==> src/rtl/fir_pkg.sv <==
// Shared widths, FSM state encoding and halfband coefficient table for the
// folded 2x interpolating FIR.
package fir_pkg;

    localparam int unsigned DefOrder   = 10;
    localparam int unsigned CoeffWidth = 16;
    localparam int unsigned DataWidth  = 16;
    localparam int unsigned FracBits   = 8;
    localparam int unsigned NumCoeffs  = DefOrder / 2 + 1;
    localparam int unsigned AccWidth   = DataWidth + CoeffWidth + 3;

    typedef enum logic [2:0] {
        StIdle,
        StMacE,
        StOutE,
        StMacO,
        StOutO
    } state_e;

    // Unique half of the symmetric prototype, Q8.8; h[k] == h[DefOrder-k].
    localparam logic signed [CoeffWidth-1:0] Coeffs [NumCoeffs] = '{
        16'sd3, 16'sd0, -16'sd25, 16'sd0, 16'sd150, 16'sd256
    };

endpackage

==> src/rtl/fir_fold_mac.sv <==
// Shared pre-add / multiply / accumulate unit. acc_o is the value the
// accumulator takes this cycle, so the final sum is visible on the last tap.
module fir_fold_mac
    import fir_pkg::*;
#(
    parameter int unsigned DataW  = DataWidth,
    parameter int unsigned CoeffW = CoeffWidth,
    parameter int unsigned AccW   = AccWidth
) (
    input  logic                     clk_i,
    input  logic                     rst_ni,
    input  logic signed [DataW-1:0]  a_i,
    input  logic signed [DataW-1:0]  b_i,
    input  logic signed [CoeffW-1:0] coeff_i,
    input  logic                     load_i,
    input  logic                     en_i,
    output logic signed [AccW-1:0]   acc_o
);

    logic signed [DataW:0]        pre_add;
    logic signed [DataW+CoeffW:0] prod;
    logic signed [AccW-1:0]       acc_q;

    always_comb begin
        pre_add = {a_i[DataW-1], a_i} + {b_i[DataW-1], b_i};
        prod    = pre_add * coeff_i;
        acc_o   = load_i ? AccW'(prod) : acc_q + AccW'(prod);
    end

    always_ff @(posedge clk_i or negedge rst_ni) begin
        if (!rst_ni) begin
            acc_q <= '0;
        end else if (en_i) begin
            acc_q <= acc_o;
        end
    end

endmodule

==> src/rtl/fir_interp2_folded.sv <==
// 2x polyphase interpolating FIR on a folded symmetric prototype: one input
// sample in, even-phase then odd-phase sample out, one shared MAC.
module fir_interp2_folded
    import fir_pkg::*;
#(
    parameter int unsigned ORDER              = DefOrder,
    parameter int unsigned COEFFICIENTS_WIDTH = CoeffWidth,
    parameter int unsigned DATA_WIDTH         = DataWidth
) (
    input  logic                         clk,
    input  logic                         reset_n,
    input  logic signed [DATA_WIDTH-1:0] data_in,
    input  logic                         in_valid,
    output logic                         in_ready,
    output logic signed [DATA_WIDTH-1:0] data_out,
    output logic                         out_valid,
    input  logic                         out_ready,
    output logic                         out_phase
);

    localparam int D    = (ORDER + 2) / 2;
    localparam int Half = D / 2;
    localparam int TapW = (Half > 1) ? $clog2(Half) : 1;
    localparam int AccW = DATA_WIDTH + COEFFICIENTS_WIDTH + 3;

    localparam logic signed [AccW-1:0] SatMax = AccW'((1 << (DATA_WIDTH - 1)) - 1);
    localparam logic signed [AccW-1:0] SatMin = AccW'(-(1 << (DATA_WIDTH - 1)));

    state_e                         state_q, state_d;
    logic [TapW-1:0]                tap_q, tap_d;
    logic signed [DATA_WIDTH-1:0]   x_q [D];
    logic signed [DATA_WIDTH-1:0]   dout_q, dout_d;
    logic                           phase_q, phase_d;

    logic                           accept;
    logic                           last_tap;
    logic                           mac_en, mac_load;
    logic signed [DATA_WIDTH-1:0]   mac_a, mac_b;
    logic signed [COEFFICIENTS_WIDTH-1:0] mac_c;
    logic signed [AccW-1:0]         mac_acc;
    logic signed [AccW-1:0]         acc_shift;
    logic signed [DATA_WIDTH-1:0]   sat_val;

    assign accept    = in_valid & in_ready;
    assign last_tap  = (tap_q == TapW'(Half - 1));
    assign out_valid = (state_q == StOutE) || (state_q == StOutO);
    assign data_out  = dout_q;
    assign out_phase = phase_q;

    // Fold symmetric taps onto the pre-adder; the odd centre tap has no partner.
    always_comb begin
        mac_a = '0;
        mac_b = '0;
        mac_c = '0;
        for (int t = 0; t < Half; t++) begin
            if (tap_q == TapW'(t)) begin
                if (state_q == StMacO) begin
                    if (t < Half - 1) begin
                        mac_a = x_q[t];
                        mac_b = x_q[D-2-t];
                        mac_c = COEFFICIENTS_WIDTH'(Coeffs[2*t+1]);
                    end else begin
                        mac_a = x_q[(D-2)/2];
                        mac_b = '0;
                        mac_c = COEFFICIENTS_WIDTH'(Coeffs[D-1]);
                    end
                end else begin
                    mac_a = x_q[t];
                    mac_b = x_q[D-1-t];
                    mac_c = COEFFICIENTS_WIDTH'(Coeffs[2*t]);
                end
            end
        end
    end

    fir_fold_mac #(
        .DataW  (DATA_WIDTH),
        .CoeffW (COEFFICIENTS_WIDTH),
        .AccW   (AccW)
    ) u_mac (
        .clk_i   (clk),
        .rst_ni  (reset_n),
        .a_i     (mac_a),
        .b_i     (mac_b),
        .coeff_i (mac_c),
        .load_i  (mac_load),
        .en_i    (mac_en),
        .acc_o   (mac_acc)
    );

    always_comb begin
        acc_shift = mac_acc >>> FracBits;
        if (acc_shift > SatMax) begin
            sat_val = DATA_WIDTH'(SatMax);
        end else if (acc_shift < SatMin) begin
            sat_val = DATA_WIDTH'(SatMin);
        end else begin
            sat_val = DATA_WIDTH'(acc_shift);
        end
    end

    always_comb begin
        state_d  = state_q;
        tap_d    = tap_q;
        dout_d   = dout_q;
        phase_d  = phase_q;
        in_ready = 1'b0;
        mac_en   = 1'b0;
        mac_load = 1'b0;
        unique case (state_q)
            StIdle: begin
                in_ready = 1'b1;
                if (in_valid) begin
                    state_d = StMacE;
                    tap_d   = '0;
                end
            end
            StMacE, StMacO: begin
                mac_en   = 1'b1;
                mac_load = (tap_q == '0);
                if (last_tap) begin
                    state_d = (state_q == StMacE) ? StOutE : StOutO;
                    tap_d   = '0;
                    dout_d  = sat_val;
                    phase_d = (state_q == StMacO);
                end else begin
                    tap_d = tap_q + TapW'(1);
                end
            end
            StOutE: begin
                if (out_ready) begin
                    state_d = StMacO;
                end
            end
            StOutO: begin
                if (out_ready) begin
                    state_d = StIdle;
                end
            end
            default: state_d = StIdle;
        endcase
    end

    always_ff @(posedge clk or negedge reset_n) begin
        if (!reset_n) begin
            state_q <= StIdle;
            tap_q   <= '0;
            dout_q  <= '0;
            phase_q <= 1'b0;
        end else begin
            state_q <= state_d;
            tap_q   <= tap_d;
            dout_q  <= dout_d;
            phase_q <= phase_d;
        end
    end

    always_ff @(posedge clk or negedge reset_n) begin
        if (!reset_n) begin
            for (int i = 0; i < D; i++) begin
                x_q[i] <= '0;
            end
        end else if (accept) begin
            x_q[0] <= data_in;
            for (int i = 1; i < D; i++) begin
                x_q[i] <= x_q[i-1];
            end
        end
    end

endmodule
==> config.mk <==
export PLATFORM = sky130hd
export DESIGN_NAME = fir_interp2_folded
export DESIGN_NICKNAME = d
export VERILOG_FILES = /design/src/rtl/fir_pkg.sv /design/src/rtl/fir_fold_mac.sv /design/src/rtl/fir_interp2_folded.sv
export SDC_FILE = /design/constraint.sdc
export NUM_CORES = 1
export LEC_CHECK = 0
export ABC_AREA = 1
export CORE_MARGIN = 4
export CORE_UTILIZATION = 41
export DETAILED_ROUTE_END_ITERATION = 8
export HOLD_SLACK_MARGIN = 0.15
export PLACE_DENSITY = 0.57
export SLEW_MARGIN = 20
export SYNTH_ARGS = -nofsm -noshare
export SYNTH_HDL_FRONTEND = slang
export SYNTH_SLANG_ARGS = --single-unit
==> constraint.sdc <==
create_clock -name clk -period 14.8 [get_ports clk]
set_clock_uncertainty 0.15 [all_clocks]
set_input_delay 4.44 -clock clk [delete_from_list [all_inputs] [get_ports clk]]
set_output_delay 4.44 -clock clk [all_outputs]
set_load 0.02 [all_outputs]
==> results summary <==
The number of nets at the end of the flow came out at 3020. The most area-hungry cell type in the Yosys netlist is sky130_fd_sc_hd__fa_1. TritonCTS built the clock tree. The number of nets with antenna violations after detailed routing came out at 0. The worst-case setup margin in the final layout is 1.31 ns. The number of antenna violations at the first check in global routing came out at 0. The netlist uses 54 different library cells. Global routing finished with a remaining overflow of 0. The number of global-route vias before repair is 16400. The post-CTS setup buffer count came out at 0. The critical path is of the reg2reg type. The filler cell count is 4799. The wire-length estimate of the detail-placed layout is 45.9 mm. The detailed-route vias per instance is 4.95. The antenna diode count came out at 0.

The worst-case register-to-register setup slack is 1.31 ns. The total of flip-flops plus latches after synthesis is 153. The worst hold path begins at data_out[13]. The share of final-layout standard cells stronger than drive strength 1 is 5.28%. The die height is 227 um. Clock tree synthesis selected as its root buffer the cell sky130_fd_sc_hd__clkbuf_16.

Data arrives at the worst endpoint at 13.68 ns. For this run, the slowest stage of the critical path takes 0.59 ns. The run finished with clean final reports.

The area taken by multi-input logic gates is 13500 sq um. The path class of the tightest hold or removal check is reg2reg. The core outline area came out at 47600 sq um.

The post-layout utilization of the core is 44.8%. The number of buffers on the longest clock path is 2. The final setup TNS came out at 0 ns.

The synthesized net count came out at 3006. The worst setup path is captured at a flip-flop. The number of instances resized during post-cts repair came out at 0. The fmax is 74.1 MHz. The final count of negative-setup-slack endpoints is 0.

The first TritonRoute pass finished after 5 iterations. The total I/O pin count came out at 39. In the post-synthesis netlist, the cell with the most instances is sky130_fd_sc_hd__nand2_1. The number of levels the H-tree was split into came out at 4. The max-slew violation count came out at 0. The number of warning messages in the yosys log is 0.

In the synthesized netlist the dominant register cell turns out to be sky130_fd_sc_hd__dfrtp_1. The final routed DRC violation total is 0. In this run, synthesis inferred 0 flip-flops with an integrated enable.

The die is 227 um wide. The average size of a mapped cell is 7.62 sq um. During placement, the flow inserted port buffers numbering 38. Entering global routing, the biggest net connects 118 pins. The row count is 80.

The clock transition time at the flip-flop clock pins of the worst setup and hold paths came out at 0.07 ns. Ranked by total cell area, the synthesized netlist is headed by sky130_fd_sc_hd__fa_1 23%, sky130_fd_sc_hd__dfrtp_1 19%, sky130_fd_sc_hd__ha_1 11%. Counting both buffers and inverters, the worst setup path holds a total of 12. In this run the critical register-to-register path is captured at data_out[1]. The area taken by flip-flops and latches is 3830 sq um. The data required time of the worst path is 14.99 ns. The number of maximum-capacitance violations is 0. Ranked by instance count, the synthesized netlist is headed by 569 x sky130_fd_sc_hd__nand2_1, 547 x sky130_fd_sc_hd__inv_1, 239 x sky130_fd_sc_hd__nor2_1. The actual slew at the worst max-slew pin came out at 0.978 ns.

The total die area came out at 51600 sq um. The largest fanout of any net on the critical path is 65. Among the stages of the critical path, the cell type that occurs most often is sky130_fd_sc_hd__nand2_1. The fraction of post-synthesis cell area in the top cell type by area came out at 23.2%. The startpoint of the lowest-slack register-to-register path is state_q[0]. In this design, the largest share of critical-path delay is due to adder cells. The launching element type of the critical path is a flip-flop. Across every metal layer, demand over resource in global routing totals 22.1%. Wires add up to 55.5 mm. For the worst-skew pair, the clock arrives at the later sink with an insertion delay of 0.46 ns. The number of clock buffers added by TritonCTS is 17. After synthesis the cells add up to 19700 sq um. Measured against its own limit, the worst slew margin works out to 34.8%. The path with the worst hold slack has its endpoint at data_out[13]. The wire length of the first global-routing pass came out at 89.1 mm. The area growth from synthesis to layout came out at 8.42%. The share of flip-flops with an asynchronous set or reset is 100%.

The worst setup timing slack at the placement stage is 1.31 ns. In this run, the number of DRC markers left after iteration 0 of detailed routing was 995. The minimum period implied by the final worst setup slack came out at 13.49 ns.

At the end of routability-driven placement, the weighted congestion stood at 0.968. The final count of hold timing violations came to 0. Setup repair after global routing left no endpoint under its margin. After layout, the worst path uses 91.1% of the clock period. The share of synthesized area occupied by flip-flops and latches is 19.4%. The instance count along the most critical hold path came out at 2. For this block, the via count after detailed routing is 16000. The average detailed-routed wire length per instance is 17.2 um. The count of clock tree sinks is 153. Synthesis produced 2586 cells. Counting cells, the worst reg-to-reg path comes to 58.

The cts-stage hold buffer count is 0. The initial standard-cell utilization of the core is 41.3%. Among all stages on the critical path, the largest delay is contributed by sky130_fd_sc_hd__nor2_4.
-- routing by layer --
| metal | up-vias | track usage [%] | share of wire, % |
|---|---|---|---|
| met1 | 7594 | 30.7 | 47 |
| met4 | 0 | 5.93 | 2.6 |
| met2 | 318 | 36.1 | 46 |
| met3 | 57 | 3.68 | 4.9 |
| met5 | - | 0 | 0 |
| li1 | 8013 | - | - |
-- cell families after synthesis --
kind of cell	count (synthesis)	synth area share, %
buffers and inverters	617	11.9
DFF	153	19.4
and+or+nand+nor	970	20.6
xor gates and xnor gates	69	3.11
muxes	5	0.273
AOI/OAI and AO/OA	372	10.6
adders and majority gates	400	34.1
-- layout by cell type (no fill, tap or decap), drive strengths merged, types with 13 or more instances in the layout --
| master | synthesis | layout |
|---|---|---|
| fa | 228 | 228 |
| a21oi | 136 | 136 |
| o21ai | 172 | 172 |
| clkdlybuf4s50 | 0 | 37 |
| ha | 172 | 172 |
| clkbuf | 47 | 17 |
| nand4 | 13 | 13 |
| nor2 | 252 | 252 |
| buf | 11 | 16 |
| a221oi | 21 | 21 |
| inv | 558 | 565 |
| xor2 | 37 | 37 |
| dfrtp | 153 | 153 |
| nand3 | 79 | 79 |
| nand2 | 600 | 600 |
| xnor2 | 32 | 32 |
-- layout make-up --
type                    instances  share of cell area (%)
clock inverters                15                   0.990
flip-flops and latches        153                    17.9
well taps                     615                    3.60
inverters                     559                    9.83
multi-input cells            1816                    63.3
repair buffers                 53                    2.31
clock buffers                  17                    1.99
-- flip-flops by register name (all words and copies together), names as in the netlist --
signal / flops
x_q: 96
u_mac.acc_q: 35
data_out: 16
state_q: 3
tap_q: 2
out_phase: 1
-- stage by stage --
step,instance area [sq um],hold slack (ns),std cells
6_report,21400,0.333,3228
3_5_place_dp,20700,0.319,3196
5_1_grt,21400,0.353,3228
4_1_cts,21400,0.337,3228
3_3_place_gp,20700,0.307,3196
2_1_floorplan,19700,0.298,2586
-- worst min-delay path, cell delays in order, from the launching register on --
cell                      delay [ns]
sky130_fd_sc_hd__dfrtp_1        0.35
sky130_fd_sc_hd__nand2_1        0.05
sky130_fd_sc_hd__nand2_1        0.05
-- worst max-delay path by stage --
| stage | to | start | slack [ns] | depth (start not counted) |
|---|---|---|---|---|
| 2_1_floorplan | data_out[10] | state_q[2] | 4.35 | 62 |
| 3_3_place_gp | data_out[1] | state_q[0] | 1.40 | 58 |
| 3_5_place_dp | data_out[2] | state_q[0] | 1.31 | 58 |
| 4_1_cts | data_out[1] | state_q[0] | 1.27 | 58 |
| 5_1_grt | data_out[9] | state_q[0] | 0.44 | 59 |
| 6_report | data_out[1] | state_q[0] | 1.31 | 58 |
Power is not shown: default switching activity piles up to over one toggle a cycle in this logic, so the estimate is an artifact.
